==> config.mk <==
export PLATFORM = sky130hd
export DESIGN_NAME = rf_write_arbiter
export DESIGN_NICKNAME = d
export VERILOG_FILES = /design/src/rtl/rf_pkg.sv /design/src/rtl/rf_req_slot.sv /design/src/rtl/rf_write_arbiter.sv
export SDC_FILE = /design/constraint.sdc
export NUM_CORES = 1
export LEC_CHECK = 0
export ABC_AREA = 1
export CAP_MARGIN = 20
export CORE_MARGIN = 2
export CORE_UTILIZATION = 45
export CTS_BUF_LIST = sky130_fd_sc_hd__clkbuf_16
export DETAILED_ROUTE_END_ITERATION = 10
export DONT_BUFFER_PORTS = 1
export GPL_ROUTABILITY_DRIVEN = 0
export PLACE_DENSITY_LB_ADDON = 0.3
export SYNTH_ARGS = -nofsm -noshare
export SYNTH_HDL_FRONTEND = slang
export SYNTH_SLANG_ARGS = --single-unit
==> constraint.sdc <==
create_clock -name clk -period 1.3 [get_ports clk]
set_input_delay 0.13 -clock clk [delete_from_list [all_inputs] [get_ports clk]]
set_output_delay 0.13 -clock clk [all_outputs]
set_load 0.05 [all_outputs]
==> src/rtl/rf_pkg.sv <==
// Shared register-file constants for the write-port arbiter slice.
package rf_pkg;

   localparam int unsigned RF_DATA_W   = 16;
   localparam int unsigned RF_ADDR_W   = 3;
   localparam int unsigned RF_NUM_REGS = 1 << RF_ADDR_W;

endpackage : rf_pkg

==> src/rtl/rf_req_slot.sv <==
// One-entry holding slot for a single writeback requester.
// Ports:
//   clk, rst        - clock, synchronous active-high reset
//   in_valid        - requester offers addr/data this cycle
//   in_ready_c      - slot can take a new entry (empty, or being drained this cycle)
//   in_addr/in_data - offered register address / data
//   grant           - arbiter drains this slot at the next edge
//   full/addr/data  - registered slot contents
module rf_req_slot
   import rf_pkg::*;
#(
   parameter int unsigned DATA_W = RF_DATA_W,
   parameter int unsigned ADDR_W = RF_ADDR_W
) (
   input  logic              clk,
   input  logic              rst,
   input  logic              in_valid,
   output logic              in_ready_c,
   input  logic [ADDR_W-1:0] in_addr,
   input  logic [DATA_W-1:0] in_data,
   input  logic              grant,
   output logic              full,
   output logic [ADDR_W-1:0] addr,
   output logic [DATA_W-1:0] data
);

   // Ready depends only on registered state and the grant, never on in_valid.
   assign in_ready_c = !rst && (!full || grant);

   // A refill on the same edge as a drain keeps the slot full.
   always_ff @(posedge clk) begin
      if (rst) begin
         full <= 1'b0;
         addr <= '0;
         data <= '0;
      end else if (in_valid && in_ready_c) begin
         full <= 1'b1;
         addr <= in_addr;
         data <= in_data;
      end else if (grant) begin
         full <= 1'b0;
      end
   end

endmodule : rf_req_slot

==> src/rtl/rf_write_arbiter.sv <==
// Arbitrates ALU (A) and load (B) writebacks onto one register-file write port.
// Ports:
//   clk, rst                         - clock, synchronous active-high reset
//   a_valid/a_ready/a_addr/a_data    - requester A handshake and payload
//   b_valid/b_ready/b_addr/b_data    - requester B handshake and payload
//   wr_en/wr_addr/wr_data            - registered register-file write port
//   pend_mask                        - per-register pending-write flags (r0 never pending)
module rf_write_arbiter
   import rf_pkg::*;
#(
   parameter int unsigned DATA_W = RF_DATA_W,
   parameter int unsigned ADDR_W = RF_ADDR_W
) (
   input  logic                   clk,
   input  logic                   rst,
   input  logic                   a_valid,
   output logic                   a_ready,
   input  logic [ADDR_W-1:0]      a_addr,
   input  logic [DATA_W-1:0]      a_data,
   input  logic                   b_valid,
   output logic                   b_ready,
   input  logic [ADDR_W-1:0]      b_addr,
   input  logic [DATA_W-1:0]      b_data,
   output logic                   wr_en,
   output logic [ADDR_W-1:0]      wr_addr,
   output logic [DATA_W-1:0]      wr_data,
   output logic [(1<<ADDR_W)-1:0] pend_mask
);

   localparam int unsigned NUM_REGS = 1 << ADDR_W;

   logic              a_full, b_full;
   logic [ADDR_W-1:0] a_slot_addr, b_slot_addr;
   logic [DATA_W-1:0] a_slot_data, b_slot_data;
   logic              grant_a, grant_b;
   logic [ADDR_W-1:0] gnt_addr;
   logic [DATA_W-1:0] gnt_data;
   logic              last_b;   // B won the most recent tie

   rf_req_slot #(.DATA_W(DATA_W), .ADDR_W(ADDR_W)) u_slot_a (
      .clk        (clk),
      .rst        (rst),
      .in_valid   (a_valid),
      .in_ready_c (a_ready),
      .in_addr    (a_addr),
      .in_data    (a_data),
      .grant      (grant_a),
      .full       (a_full),
      .addr       (a_slot_addr),
      .data       (a_slot_data)
   );

   rf_req_slot #(.DATA_W(DATA_W), .ADDR_W(ADDR_W)) u_slot_b (
      .clk        (clk),
      .rst        (rst),
      .in_valid   (b_valid),
      .in_ready_c (b_ready),
      .in_addr    (b_addr),
      .in_data    (b_data),
      .grant      (grant_b),
      .full       (b_full),
      .addr       (b_slot_addr),
      .data       (b_slot_data)
   );

   // Round-robin grant: a lone full slot wins, a tie goes to whoever lost last.
   always_comb begin
      grant_a  = 1'b0;
      grant_b  = 1'b0;
      gnt_addr = a_slot_addr;
      gnt_data = a_slot_data;
      if (a_full && (!b_full || last_b)) begin
         grant_a = 1'b1;
      end else if (b_full) begin
         grant_b  = 1'b1;
         gnt_addr = b_slot_addr;
         gnt_data = b_slot_data;
      end
   end

   // Tie pointer only moves when both slots contended.
   always_ff @(posedge clk) begin
      if (rst) begin
         last_b <= 1'b1;
      end else if (a_full && b_full) begin
         last_b <= grant_b;
      end
   end

   // Write-port register; r0 is hardwired zero so its writes are swallowed.
   always_ff @(posedge clk) begin
      if (rst) begin
         wr_en   <= 1'b0;
         wr_addr <= '0;
         wr_data <= '0;
      end else if (grant_a || grant_b) begin
         wr_en   <= (gnt_addr != '0);
         wr_addr <= gnt_addr;
         wr_data <= gnt_data;
      end else begin
         wr_en   <= 1'b0;
      end
   end

   // Pending flags from held slots and the write currently on the port.
   always_comb begin
      pend_mask = '0;
      for (int unsigned i = 1; i < NUM_REGS; i++) begin
         if ((a_full && (a_slot_addr == ADDR_W'(i))) ||
             (b_full && (b_slot_addr == ADDR_W'(i))) ||
             (wr_en  && (wr_addr     == ADDR_W'(i)))) begin
            pend_mask[i] = 1'b1;
         end
      end
   end

endmodule : rf_write_arbiter

==> out/metrics.cfg, run 1 <==
[cts]
tritoncts=yes
cts_max_level=3
clock_path_buffers=2
cts.sinks=61
insertion_delay_ns=0.32
path_clk_slew_ns=0.05
clock-root-buffer=clkbuf_16
cts_buffers=9

[logic_synthesis]
synth-seq-cells=61
syn_nets=410
synthTopCellsByCount=121 x nand2_1, 73 x nand3_1, 61 x dfxtp_1
yosys_warnings=0
syn_area_per_cell_um2=7.208
synth-edff-count=0
synth_top_area_share_pct=46.04
synth.area.top_cells=dfxtp_1 46%, nand2_1 17%, nand3_1 14%, o21ai_0 4.5%, inv_1 4.5%
post-synth-top-count-cell=nand2_1
yosysTopAreaCell=dfxtp_1
synthDistinctLibCells=23
async_flop_share_pct=0
yosysSeqAreaShare_pct=46.04
syn_inst=368
synth_area_um2=2653
synthFlopType=dfxtp_1

[sta]
fmax_mhz=701.4
max_slew_margin_pct=49.06
skew_ns=0.006923
whs_ns=0.09631
fin_crit_ns=1.426
finalMaxSlewViolations=0
setup_viol=13
hold_viol=0
finalWorstSetupSlack_ns=-0.1257
tightest_slew_ns=0.7615
min_period_over_period_pct=109.7
rsz0062_at_grt=yes

[setup_path]
worstPathRequired_ns=1.17
start_kind=flop
cp.arrival_ns=1.30
crit_path_end_kind=output pin
cp_max_fo=6
critPathKind=flop to output pin

[layout]
fill_cells=456
antenna_cells=0
fin_util_pct=69.68
syn_to_final_growth_pct=47.31
nets=486
fin_area_um2=3908
layout-drive-gt1-share_pct=24.61
instances_no_fill=519

[place]
dpl_cell_area_um2=3057
placed_cells=461
hpwl_mm=4.644
io_buffers=0

[global_route]
grt_remaining_overflow=0
grt_pass1_wl_mm=11.87
track_usage_pct=24.06
grt_pass1_vias=2627
grt_max_degree=20
antenna_found_initial=0

[detailed_routing]
ant_nets=0
drt_iter0_markers=141
drt-pass1-iter-count=7
vias=2685
via_per_inst=5.173
drc_errors=0
wire_per_inst_um=14.22
drt_wl_total_mm=7.382

[pwr]
power_mw=5.023
swShare_pct=25.68
power.density_nw_per_um2=1285
switchingPower_mw=1.290
intPower_mw=3.733
power_frac_comb_pct=14.8
leakagePower_nw=1.895
seq_power_share_pct=41.6
peakVddDrop_mv=1.039
p_clk_share_pct=43.6

[floorplan]
die_area_um2=6525
die_y_um=80.78
initial_core_util_pct=47.30
rows=27
io_pins=72
core_area_um2=5608
die_w_um=80.78

[min_path]
hp-class=primary input to flop

[status]
violations=setup timing
status=finished, violations left

[job]
max_cap_viol_count=0

-- final timing paths --
kind,startpoint,to,slack [ns],cells past startpoint
setup / recovery,u_slot_b.full$_SDFFE_PP0P_,pend_mask[3],-0.13,6
hold / removal,a_valid,u_slot_a.data[6]$_SDFFE_PP0P_,0.1,3
setup reg to reg,u_slot_b.full$_SDFFE_PP0P_,u_slot_b.data[15]$_SDFFE_PP0P_,0,8
hold reg to reg,wr_data[9]$_SDFFE_PP0N_,wr_data[9]$_SDFFE_PP0N_,0.45,2
-- cells by family (layout without fill, tap and decap cells) --
| family | after synthesis | after routing | synth area share, % |
|---|---|---|---|
| AO/OA/AOI/OAI | 39 | 39 | 7.830 |
| flip-flops | 61 | 61 | 46.04 |
| other | 1 | 1 | 0.1414 |
| buffers and inverters | 56 | 135 | 10.57 |
| AND/OR/NAND/NOR | 211 | 211 | 35.42 |
-- metal layers --
layer / global-route usage, % / vias up / share of wire, %
met3: 7.889 / 7 / 7.9
met5: 0 / - / 0
li1: - / 1328 / -
met2: 40.50 / 122 / 50
met1: 27.49 / 1228 / 41
met4: 11.86 / 0 / 0.99
-- state kept, by name, summed over array words and instances (netlist names) --
| name | flops |
|---|---|
| u_slot_a.full | 1 |
| u_slot_a.addr | 3 |
| wr_addr | 3 |
| u_slot_b.addr | 3 |
| wr_en | 1 |
| last_b | 1 |
| wr_data | 16 |
| u_slot_b.full | 1 |
| u_slot_b.data | 16 |
| u_slot_a.data | 16 |
-- per-stage QoR --
step	setup TNS [ns]	setup slack, ns
after floorplan	-0.1388	-0.1388
after global placement	0	0.07179
after detailed placement	0	0.03197
after CTS	-0.9335	-0.1179
after global routing	-3.073	-0.1851
final	-0.8099	-0.1257
-- power groups by stage --
stage                     clock [mW]  combinational (mW)  sequential, mW
after floorplan                    0               0.344            2.19
after global placement             0               0.572            2.11
after detailed placement           0               0.582            2.11
after CTS                       2.23               0.717            2.09
after global routing            2.32               0.806            2.10
final                           2.19               0.744            2.09
-- critical path, cell delays in order, from the launching register on --
cell     delay [ns]
dfxtp_2        0.35
buf_12         0.12
inv_4          0.04
nor2_4         0.15
nand3_2        0.09
nand3_2        0.09
buf_12         0.14
-- cell type report --
cell class | instances | area [µm²] | share of cell area (%)
clock buffers | 9 | 225.2 | 5.764
clock inverters | 5 | 47.55 | 1.217
inverters | 35 | 141.4 | 3.618
multi-input cells | 251 | 1249 | 31.96
flip-flops and latches | 61 | 1255 | 32.12
well taps | 72 | 90.09 | 2.305
repair buffers | 86 | 899.6 | 23.02
-- what timing repair did --
item                       4_1_cts  5_1_grt
setup endpoints to repair        9       39
gates resized for setup         39       10
gates cloned                     0        1
pin swaps                        5        3
hold endpoints to repair        41        0
buffers inserted                 3        0
hold buffers                    40        0
-- layout by cell type (no fill, tap or decap), drive strengths merged --
master       instances
inv                 37
dfxtp               61
buf                 45
o211ai               2
nand3               75
conb                 1
o21ai               35
nor2                11
nand3b               1
clkbuf              10
bufinv               1
clkinv               2
nand2              123
dlygate4sd3         40
a21oi                2
nor3                 1
No activity file was read; power rests on OpenSTA's default activity.
==> inputs of run 2 (changes only) <==
SKIP_CTS_REPAIR_TIMING = 1   (was unset)
clock period = 1.55 ns   (was 1.3 ns; I/O delays follow)
==> run 2 against run 1 <==
Against the previous run:
- clock-buffer cell count stayed put
- sequential power is 14% lower
- register-to-register slack improved by 0.13 ns
- combinational power decreased by 34%
- clock power fell by 22%
- setup slack improved by 0.17 ns
- non-clock buffer count shrank 23
- sequential share of layout area is 3.2 points higher
- die area unchanged
- hold slack lost 0.13 ns
- the run ends with hold timing left
==> out/metrics.cfg, run 2 (synthesized netlist as in run 1, its figures left out) <==
[detailed_routing]
drt_iter0_markers=167
drt_wl_total_mm=6.767
route.met3.wl_um=461
drt-pass1-iter-count=4
via_per_inst=5.058
top_layer=met4
m1WireLength_mm=2.891
wire_per_inst_um=13.59
wl_met2_mm=3.319
ant_nets=0
vias=2519
drc_errors=0

[place]
dpl_cell_area_um2=2864
hpwl_mm=4.487
io_buffers=0

[setup_path]
cp_max_fo=5
cp_slowest_cell=dfxtp_2
critPathMaxStageDelay_ns=0.32
cp.arrival_ns=1.35
crit_path_end_kind=output pin
r2r_slack_ns=0.13
critical-path-top-delay-family=buffers and inverters
worst_path_most_repeated_cell=buf_4
critPathBufInv=4
worstPathRequired_ns=1.39
path_cells=buf_6 > buf_4 > nand3_2 > nand2_1 > inv_1 > buf_4
critPathKind=flop to output pin
start_kind=flop

[pwr]
switchingPower_mw=1.068
power.density_nw_per_um2=1131
power_mw=3.980
intPower_mw=2.912
seq_power_share_pct=44.9
power_frac_comb_pct=12.3
p_clk_share_pct=42.7
swShare_pct=26.84
leakagePower_nw=1.693
peakVddDrop_mv=1.089

[min_path]
hp-class=primary input to flop

[layout]
layout-drive-gt1-share_pct=16.67
layout_commonest_cell=nand2_1
fin_area_um2=3518
reg_top3=u_slot_a.data x16, u_slot_b.data x16, wr_data x16
syn_to_final_growth_pct=32.64
mostFrequentLayoutCells=121 x nand2_1, 71 x nand3_1, 52 x dfxtp_1, 34 x inv_1, 32 x dlygate4sd3_1
antenna_cells=0
nets=463

[cts]
clock-root-buffer=clkbuf_16
cts_buffers=9
cts_max_level=3
path_clk_slew_ns=0.05
insertion_delay_ns=0.32
clock_path_buffers=2
tritoncts=yes
cts.sinks=61

[floorplan]
die_area_um2=6525
core_area_um2=5608
die_y_um=80.78
rows=27
initial_core_util_pct=47.30
die_w_um=80.78
io_pins=72

[global_route]
grt_remaining_overflow=0
grt_pass1_wl_mm=10.15
antenna_found_initial=0
grt_max_degree=37
track_usage_pct=20.45
grt_pass1_vias=2170

[sta]
setup_viol=0
fmax_mhz=664.5
hold_viol=6
max_slew_margin_pct=61.93
fin_crit_ns=1.505
min_period_over_period_pct=97.09
tightest_slew_ns=0.5702
skew_ns=0.007008
whs_ns=-0.02989
finalMaxSlewViolations=0

[job]
max_cap_viol_count=0

[status]
violations=hold timing
status=finished, violations left

run 2: cell types whose count changed in the layout (fill, tap and decap cells not counted), sizes merged:
cell         previous run  this run
buf                    45        31
bufinv                  1         0
clkbuf                 10         9
clkinv                  2         3
clkinvlp                0         1
dlygate4sd3            40        32
inv                    37        38
run 2: cell type report:
type | count | area [µm²]
Tap cell | 72 | 90.09
Timing Repair Buffer | 63 | 614.3
Multi-Input combinational cell | 251 | 1180
Inverter | 35 | 137.6
Clock buffer | 9 | 225.2
Sequential cell | 61 | 1242
Fill cell | 500 | 2090
Clock inverter | 7 | 28.78
run 2: per-stage QoR:
step	setup WS, ns	setup TNS [ns]	util [%]	std cells
floorplan	0.06952	0	-	368
global placement	0.2667	0	51.07	446
detailed placement	0.2326	0	51.07	446
CTS	-0.09370	-0.2549	55.60	462
global route	-0.01320	-0.04060	62.74	498
finish	0.04504	0	62.74	498
run 2: metal layers:
layer | vias to the layer above | GRT usage (%)
li1 | 1289 | -
met3 | 9 | 7.111
met1 | 1140 | 25.19
met4 | 0 | 7.627
met5 | - | 0
met2 | 81 | 33.17
run 2: worst register-to-register path: stages, from the launching register on:
cell and delay (ns):
dfxtp_2 0.33, buf_6 0.11, buf_4 0.12, buf_4 0.13
nand2_8 0.14, o21ai_0 0.34, o21ai_1 0.12
run 2: path summary, 6_finish.rpt:
path / from / cells past startpoint / end
worst max-delay path: u_slot_b.full$_SDFFE_PP0P_ / 6 / a_ready
worst min-delay path: b_data[7] / 2 / u_slot_b.data[7]$_SDFFE_PP0P_
worst max register to register: u_slot_b.full$_SDFFE_PP0P_ / 6 / wr_data[12]$_SDFFE_PP0N_
worst min register to register: u_slot_b.data[8]$_SDFFE_PP0P_ / 2 / u_slot_b.data[8]$_SDFFE_PP0P_
run 2: power groups by stage:
stage          Sequential (mW)  Combinational (mW)  Clock [mW]
6_report                  1.79               0.490        1.70
5_1_grt                   1.80               0.543        1.78
4_1_cts                   1.78               0.401        1.71
3_5_place_dp              1.82               0.399           0
3_3_place_gp              1.81               0.394           0
2_1_floorplan             1.83               0.288           0
